==> src/rtl/pipe_hazard_ctrl.sv <==
// pipe_hazard_ctrl
// Hazard controller for a five-stage pipeline. Bubble and flush outputs are
// derived combinationally from the hazard inputs and the current state. The
// state, the memory-wait counter and the stall-cycle counter are registered.
//
// A memory access that outstays TIMEOUT wait cycles latches a sticky error.
// That error freezes the whole pipe until reset.
//
// Ports
//   clk, rst                 clock, asynchronous active-high reset
//   reg_src1_D, reg_src2_D   source registers of the instruction in ID
//   reg_dest_E, mem_read_E   destination register / load flag of EX instruction
//   br_taken_E               taken branch or JALR resolved in EX
//   jal_D                    JAL decoded in ID
//   mem_req_M, mem_ready_M   data-memory request / completion in MEM
//   bubbleF..bubbleW         hold the corresponding stage register
//   flushD..flushW           load a NOP into the corresponding stage register
//   mem_timeout              sticky memory-timeout error
//   stall_cycles             free-running count of cycles with any bubble
//
// state    | meaning
// RUN      | normal operation, no outstanding memory wait
// MEM_WAIT | data memory has not completed; wait counter running
// ERROR    | memory wait exceeded TIMEOUT; pipe frozen until rst
module pipe_hazard_ctrl #(
    parameter int unsigned TIMEOUT = 255
) (
    input  logic        clk,
    input  logic        rst,
    input  logic [4:0]  reg_src1_D,
    input  logic [4:0]  reg_src2_D,
    input  logic [4:0]  reg_dest_E,
    input  logic        mem_read_E,
    input  logic        br_taken_E,
    input  logic        jal_D,
    input  logic        mem_req_M,
    input  logic        mem_ready_M,
    output logic        bubbleF,
    output logic        bubbleD,
    output logic        bubbleE,
    output logic        bubbleM,
    output logic        bubbleW,
    output logic        flushD,
    output logic        flushE,
    output logic        flushM,
    output logic        flushW,
    output logic        mem_timeout,
    output logic [31:0] stall_cycles
);

    typedef enum logic [1:0] {
        RUN      = 2'd0,
        MEM_WAIT = 2'd1,
        ERROR    = 2'd2
    } state_t;

    localparam logic [15:0] TIMEOUT_C = 16'(TIMEOUT);

    state_t      state_q, state_d;
    logic [15:0] wait_cnt_q, wait_cnt_d;
    logic [31:0] stall_cnt_q, stall_cnt_d;

    logic mem_stall;
    logic load_use;
    logic any_bubble;

    assign mem_stall = mem_req_M & ~mem_ready_M;
    // x0 is hard-wired to zero, so a load targeting it can never create a hazard.
    assign load_use  = mem_read_E & (reg_dest_E != 5'd0) &
                       ((reg_dest_E == reg_src1_D) | (reg_dest_E == reg_src2_D));

    // Next-state and wait counter
    always_comb begin
        state_d    = state_q;
        wait_cnt_d = wait_cnt_q;
        case (state_q)
            RUN: begin
                if (mem_stall) begin
                    state_d    = MEM_WAIT;
                    wait_cnt_d = 16'd1;
                end else begin
                    wait_cnt_d = 16'd0;
                end
            end
            MEM_WAIT: begin
                if (mem_ready_M) begin
                    state_d    = RUN;
                    wait_cnt_d = 16'd0;
                end else if (mem_stall) begin
                    // The counter already holds the number of wait cycles spent,
                    // including this one. If that has reached the limit, give up.
                    if (wait_cnt_q >= TIMEOUT_C) begin
                        state_d = ERROR;
                    end else begin
                        wait_cnt_d = wait_cnt_q + 16'd1;
                    end
                end
            end
            ERROR: begin
                state_d = ERROR;
            end
            default: begin
                state_d    = RUN;
                wait_cnt_d = 16'd0;
            end
        endcase
    end

    // Bubble/flush outputs, priority ERROR > mem_stall > branch > load-use > JAL
    always_comb begin
        bubbleF = 1'b0;
        bubbleD = 1'b0;
        bubbleE = 1'b0;
        bubbleM = 1'b0;
        bubbleW = 1'b0;
        flushD  = 1'b0;
        flushE  = 1'b0;
        flushM  = 1'b0;
        flushW  = 1'b0;
        if (rst) begin
            // Keep the pipe quiet while reset is held.
        end else if (state_q == ERROR) begin
            bubbleF = 1'b1;
            bubbleD = 1'b1;
            bubbleE = 1'b1;
            bubbleM = 1'b1;
            bubbleW = 1'b1;
        end else if (mem_stall) begin
            // Hold IF..MEM. WB drains, so inject a NOP there instead of re-retiring.
            bubbleF = 1'b1;
            bubbleD = 1'b1;
            bubbleE = 1'b1;
            bubbleM = 1'b1;
            flushW  = 1'b1;
        end else if (br_taken_E) begin
            flushD = 1'b1;
            flushE = 1'b1;
        end else if (load_use) begin
            bubbleF = 1'b1;
            bubbleD = 1'b1;
            flushE  = 1'b1;
        end else if (jal_D) begin
            flushD = 1'b1;
        end
    end

    assign any_bubble  = bubbleF | bubbleD | bubbleE | bubbleM | bubbleW;
    assign stall_cnt_d = stall_cnt_q + {31'd0, any_bubble};

    always_ff @(posedge clk or posedge rst) begin
        if (rst) begin
            state_q     <= RUN;
            wait_cnt_q  <= 16'd0;
            stall_cnt_q <= 32'd0;
        end else begin
            state_q     <= state_d;
            wait_cnt_q  <= wait_cnt_d;
            stall_cnt_q <= stall_cnt_d;
        end
    end

    assign mem_timeout  = (state_q == ERROR);
    assign stall_cycles = stall_cnt_q;

endmodule

==> config.mk <==
export PLATFORM = sky130hd
export DESIGN_NAME = pipe_hazard_ctrl
export DESIGN_NICKNAME = d
export VERILOG_FILES = /design/src/rtl/pipe_hazard_ctrl.sv
export SDC_FILE = /design/constraint.sdc
export NUM_CORES = 1
export LEC_CHECK = 0
export BUFFER_PORTS_ARGS = -buffer_cell sky130_fd_sc_hd__buf_2
export CORE_MARGIN = 2
export CORE_UTILIZATION = 50
export DETAILED_ROUTE_END_ITERATION = 6
export PLACE_DENSITY = 0.76
export SETUP_SLACK_MARGIN = 0.05
export SLEW_MARGIN = 10
export SYNTH_ARGS = -nofsm -noshare
export SYNTH_HDL_FRONTEND = slang
export SYNTH_SLANG_ARGS = --single-unit
export TNS_END_PERCENT = 100
==> constraint.sdc <==
create_clock -name clk -period 7.65 [get_ports clk]
set_clock_uncertainty 0.2 [all_clocks]
set_input_delay 0.765 -clock clk [delete_from_list [all_inputs] [get_ports clk]]
set_output_delay 0.765 -clock clk [all_outputs]
set_load 0.02 [all_outputs]
==> summary.md, run 1 <==
| Metric | Value |
|---|---|
| Status | `completed` |
| Total gr overflow | `0` |
| IO buf count | `62` |
| Final setup fails | `0` |
| DP Worst Slack | `3.58 ns` |
| Nets | `333` |
| Setup bufs post-CTS | `0` |
| Mapped Area | `0.00258 mm²` |
| Core box area | `0.00504 mm²` |
| CTS max path bufs | `2` |
| Drt drc | `0` |
| Largest net degree at the start of global routing | `52` |
| DR pass1 iterations | `4` |
| Fillers | `417` |
| Seq pwr share | `56.3%` |
| Net Sw Frac | `28.9%` |
| Share of cells above drive strength 1 | `25.6%` |
| DR iter-0 viols | `162` |
| Worst-path clk slew | `0.09 ns` |
| Flops & latches, synth | `50` |
| Clock share of power | `29.5%` |
| Min Tclk post-route | `3.66 ns` |
| CTS tree | `done` |
| Post-route ant nets | `0` |
| Avg Cell Area, Syn | `10.6 µm²` |
| Clk Latency, worst-skew pair | `0.30 ns` |
| RSZ-0062 raised after global routing | `no` |
| Chip height | `75.9 µm` |
| Most used DFF post-synth | `dfrtp_1` |
| Layout Utilization | `60.4%` |
| Most common cell after layout, fill and taps aside | `buf_2` |
| Setup TNS | `0 ns` |
| CP endpoint kind | `flip-flop` |
| HPWL after detailed placement | `3620 µm` |
| Chip width | `75.9 µm` |
| Initial antenna violation count | `0` |
| Startpoint type of the worst setup path | `input port` |
| FF/Latch Area | `0.00125 mm²` |
| Root Driver | `clkbuf_8` |
| Fraction of registers with async set or reset after synthesis | `100%` |
| Highest clock rate | `0.273 GHz` |
| CTS sink cnt | `50` |
| Register area share after synthesis | `48.5%` |
| EDFF count, synth | `0` |
| Cell count after synthesis | `243` |
| Crit Path Class | `input port to flip-flop` |
| Tightest Pin Transition | `1.04 ns` |
| Layout area overhead | `18.1%` |
| H-Tree Depth | `2` |
| Combinational power share | `14.2%` |
| First-pass GRT wire length | `8320 µm` |
| Die area | `0.00575 mm²` |
| Max cap viols | `0` |
| Diodes inserted | `0` |
| Final worst path period share | `47.9%` |
| Endpoints failing hold | `0` |
| Final WS setup | `3.99 ns` |
| Cell variety after synth | `48` |
| Switch Pwr | `0.154 mW` |
| Syn nets | `268` |
| Wirelength per Cell | `13.0 µm` |
| I/O Pins | `64` |
| GPL Wtd Cong | `0.820` |
| Worst hold-check path type | `flip-flop to flip-flop` |
| Synth warn | `0` |
| Power Internal | `0.380 mW` |
| Pwr Total | `0.534 mW` |
| Starting Density | `51.2%` |
| Max FO, Critical Path | `51` |
| Multi-input logic area | `0.00128 mm²` |
| Vias per cell | `5.39` |
| DR vias | `2041` |
| Commonest cells after routing, fill and taps aside | `buf_2, dfrtp_1, xnor2_1, nand3_1, nand2_1` |
| Worst VDD drop | `0.190 mV` |
| Static leakage | `1.49 nW` |
| Vias in the first global route | `1813` |
| WP data arrival | `3.65 ns` |
| CTS Hold Buffers Added | `0` |
| Slew headroom | `30.4%` |
| Post-CTS sizing | `0` |
| Worst endpoint required time | `7.64 ns` |
| Gr usage total | `18.9%` |
| Clock buffer count from CTS | `5` |
| Pwr Density | `175 mW/mm²` |
| Site Rows | `26` |
| Drt total wl | `4950 µm` |
| Slew Viols, Final | `0` |
==> cells in the mapped netlist (all sizes together), types with 5 or more instances <==
| library cell | n | share of area, % |
|---|---|---|
| and3 | 6 | 1.5 |
| and4 | 6 | 2.0 |
| dfrtp | 50 | 48 |
| nand3 | 20 | 4.4 |
| nor4 | 6 | 3.4 |
| o21ai | 6 | 1.2 |
| nand4 | 12 | 2.9 |
| nand2b | 5 | 1.3 |
| nor3 | 9 | 1.7 |
| nor2 | 10 | 1.5 |
| xnor2 | 24 | 8.1 |
| xor2 | 16 | 5.4 |
| and2 | 10 | 2.5 |
| nand2 | 18 | 2.6 |
==> kinds of logic after synthesis <==
group	count (synthesis)	synth area share (%)
buffers and inverters	9	1.74
adder cells (fa/ha/maj)	3	1.45
other	1	0.145
AO/OA/AOI/OAI	24	6.45
flip-flops	50	48.5
AND/OR/NAND/NOR	113	27.0
multiplexers	3	1.21
XOR/XNOR	40	13.6
==> registers in the layout, summed over array words and instances, names as in the netlist <==
signal,flops
stall_cycles,32
state_q,2
wait_cnt_q,16
==> final cells by class <==
| class | instances | share of cell area (%) |
|---|---|---|
| clock buffer | 6 | 2.71 |
| sequential | 50 | 41.1 |
| timing repair buffer | 62 | 10.2 |
| clock inverter | 2 | 0.411 |
| multi-input combinational | 184 | 42.2 |
| inverter | 5 | 0.616 |
| tap | 70 | 2.87 |
==> layer usage <==
layer / share of wire, % / vias to the layer above / track usage (%) / wire length (µm)
met5: 0 / - / 0 / 0
met4: 0.99 / 0 / 4.87 / 49
met2: 46 / 68 / 28.9 / 2270
met3: 5.7 / 6 / 4.76 / 284
li1: - / 1008 / - / -
met1: 47 / 959 / 26.9 / 2340
==> power by group through the flow <==
stage	Clock [mW]	Combinational (mW)	Sequential, mW
after floorplan	0	0.0312	0.317
after global placement	0	0.0749	0.304
after detailed placement	0	0.0769	0.305
after CTS	0.162	0.0773	0.300
after global routing	0.176	0.0838	0.304
final	0.158	0.0760	0.301
==> critical path: stages <==
cell,delay (ns)
buf_2,0.14
inv_2,0.74
o21ai_0,0.34
o41ai_1,0.16
ha_1,0.29
ha_1,0.23
and4_1,0.32
and4_1,0.33
nand4_1,0.15
xnor2_1,0.17
==> per-stage QoR <==
step / hold slack [ns] / cell area (µm²) / std cells
final: 0.270 / 3050 / 379
after global routing: 0.296 / 3050 / 379
after floorplan: 0.294 / 2580 / 243
after CTS: 0.280 / 3050 / 379
after detailed placement: 0.268 / 2950 / 371
after global placement: 0.259 / 2950 / 371
==> final timing paths <==
kind	start	end	slack (ns)	cells after the start
max in group asynchronous	rst	stall_cycles[6]	6.04	2
worst max register to register	state_q[0]	stall_cycles[30]	4.62	10
worst min-delay path	stall_cycles[31]	stall_cycles[31]	0.27	1
worst min register to register	stall_cycles[31]	stall_cycles[31]	0.27	1
worst max-delay path	rst	stall_cycles[30]	3.99	10
min in group asynchronous	rst	wait_cnt_q[1]	0.55	2
Power figures use the tool's default switching activity.
==> run 2, diff against run 1 <==
- CORE_UTILIZATION: 50 -> 48
- clock period: 7.65 -> 3.1 ns (I/O delays scaled with it)
==> run 2 against run 1 <==
  * Routed wire length up 4.7%
  * Combinational power grew to 2.5 times the previous value
  * Setup slack got worse by 3.5 ns
  * Sequential share of layout area fell by 0.70 points
  * Critical endpoint unchanged
  * Largest power group unchanged
==> summary.md, run 2 (synthesis results as in run 1) <==
| Metric | Value |
|---|---|
| Status | `completed (unchanged)` |
| Most Crowded Layer GR | `met2 (unchanged)` |
| Fillers | `464 (was 417)` |
| Worst hold-check path type | `input port to async pin (was flip-flop to flip-flop)` |
| GR Layer Usage met3 | `3.60% (was 4.76%)` |
| Largest net degree at the start of global routing | `51 (was 52)` |
| Starting Density | `50.2% (was 51.2%)` |
| Diodes inserted | `0 (unchanged)` |
| Final worst path period share | `85.6%` |
| Vias in the first global route | `1903 (was 1813)` |
| Drt drc | `0 (unchanged)` |
| Drt total wl | `5180 µm (was 4950 µm)` |
| Die area | `0.00598 mm² (was 0.00575 mm²)` |
| Clock buffer count from CTS | `5 (unchanged)` |
| Hold WS | `0.0506 ns (was 0.270 ns)` |
| IO buf count | `62 (unchanged)` |
| Slew headroom | `53.6% (was 30.4%)` |
| Setup bufs post-CTS | `0 (unchanged)` |
| Endpoints failing hold | `0 (unchanged)` |
| First-pass GRT wire length | `8890 µm (was 8320 µm)` |
| Gr usage total | `18.1% (was 18.9%)` |
| Layout area overhead | `20.1% (was 18.1%)` |
| RR Endpoint | `stall_cycles[30] (unchanged)` |
| Static leakage | `1.51 nW (was 1.49 nW)` |
| Core box area | `0.00514 mm² (was 0.00504 mm²)` |
| Tightest Pin Transition | `0.695 ns (was 1.04 ns)` |
| Layout Utilization | `60.3% (was 60.4%)` |
| WP data arrival | `2.66 ns (was 3.65 ns)` |
| Vias per cell | `5.40 (was 5.39)` |
| HPWL after detailed placement | `3740 µm (was 3620 µm)` |
| Root Driver | `clkbuf_8 (unchanged)` |
| Setup crit start | `state_q[0] (was rst)` |
| Final WS setup | `0.448 ns (was 3.99 ns)` |
| CTS sink cnt | `50 (unchanged)` |
| Highest clock rate | `0.377 GHz` |
| Site Rows | `26 (unchanged)` |
| Commonest cells after routing, fill and taps aside | `buf_2, dfrtp_1, xnor2_1, nand3_1, nand2_1 (unchanged)` |
| RSZ-0062 raised after global routing | `no (unchanged)` |
| Max FO, Critical Path | `8 (was 51)` |
| Pwr Density | `432 mW/mm² (was 175 mW/mm²)` |
| Setup TNS | `0 ns (unchanged)` |
| Worst VDD drop | `0.379 mV (was 0.190 mV)` |
| Post-CTS sizing | `0 (unchanged)` |
| Min Tclk post-route | `2.65 ns` |
| Final setup fails | `0 (unchanged)` |
| H-Tree Depth | `2 (unchanged)` |
| GPL Wtd Cong | `0.833 (was 0.820)` |
| DR iter-0 viols | `201 (was 162)` |
| FF-to-FF setup slack | `0.45 ns (was 4.62 ns)` |
| Share of cells above drive strength 1 | `27.0% (was 25.6%)` |
| DR pass1 iterations | `4 (unchanged)` |
| GRT met1 Usage | `23.9% (was 26.9%)` |
| Crit Path Class | `flip-flop to flip-flop (was input port to flip-flop)` |
| Worst endpoint required time | `3.10 ns (was 7.64 ns)` |
| Reg2reg start | `state_q[0] (unchanged)` |
| CTS tree | `done (unchanged)` |
| Clk Latency, worst-skew pair | `0.30 ns (about the same)` |
| CTS max path bufs | `2 (unchanged)` |
| Nets | `339 (was 333)` |
| Total gr overflow | `0 (unchanged)` |
| Startpoint type of the worst setup path | `flip-flop (was input port)` |
| Slew Viols, Final | `0 (unchanged)` |
| Max reg flops | `32 (unchanged)` |
| DR vias | `2078 (was 2041)` |
| Wirelength per Cell | `13.4 µm (was 13.0 µm)` |
| Worst Reg2Reg Path Length in Cells | `10 (unchanged)` |
| Initial antenna violation count | `0 (unchanged)` |
| Max cap viols | `0 (unchanged)` |
| I/O Pins | `64 (unchanged)` |
| Most common cell after layout, fill and taps aside | `buf_2 (unchanged)` |
| Worst-path clk slew | `0.10 ns (was 0.09 ns)` |
| CTS Hold Buffers Added | `0 (unchanged)` |
| Chip height | `77.3 µm (was 75.9 µm)` |
| DP Worst Slack | `0.0946 ns (was 3.58 ns)` |
| Chip width | `77.3 µm (was 75.9 µm)` |
| Post-route ant nets | `0 (unchanged)` |
| Met2 global-route usage | `30.4% (was 28.9%)` |
| CP endpoint kind | `flip-flop (unchanged)` |
## run 2: cell types whose count changed in the layout (fill, tap and decap cells not counted), sizes merged
| cell | before | now |
|---|---|---|
| buf | 62 | 68 |
| clkinv | 2 | 1 |
| clkinvlp | 1 | 2 |
## run 2: worst max-delay path: stages (launching register included)
cell and delay [ns]:
dfrtp_1 0.45, nand2b_2 0.27, clkinv_1 0.08, o21ai_0 0.12, o41ai_1 0.09, ha_1 0.28
ha_1 0.22, and4_1 0.24, and4_1 0.32, nand4_1 0.14, xnor2_1 0.16
## run 2: worst max path at each step
stage	to	cells past startpoint
after floorplan	stall_cycles[30]	10
after global placement	stall_cycles[30]	11
after detailed placement	stall_cycles[30]	11
after CTS	stall_cycles[30]	10
after global routing	stall_cycles[28]	10
final	stall_cycles[30]	10
## run 2: where the power goes
group | internal, mW | switching, mW
combinational | 0.0729 | 0.118
sequential | 0.688 | 0.0522
clock | 0.184 | 0.225
## run 2: final cells by class
cell class / count / area [µm²] / area share (%)
sequential: 50 / 1250 / 40.4
multi-input combinational: 184 / 1280 / 41.4
clock inverter: 2 / 16.3 / 0.525
tap: 70 / 87.6 / 2.82
clock buffer: 6 / 82.6 / 2.66
timing repair buffer: 68 / 355 / 11.5
inverter: 5 / 22.5 / 0.726
## run 2: per-stage QoR
stage / total power, mW / instances / instance area, µm²
detailed placement: 0.943 / 377 / 3000
CTS: 1.35 / 385 / 3100
global route: 1.40 / 385 / 3100
finish: 1.34 / 385 / 3100
floorplan: 0.861 / 243 / 2580
global placement: 0.941 / 377 / 3000
## run 2: per-layer routing
metal | vias to the layer above | wire [µm]
met1 | 1006 | 2320
met3 | 5 | 248
met5 | - | 0
met4 | 0 | 62
met2 | 53 | 2540
li1 | 1014 | -
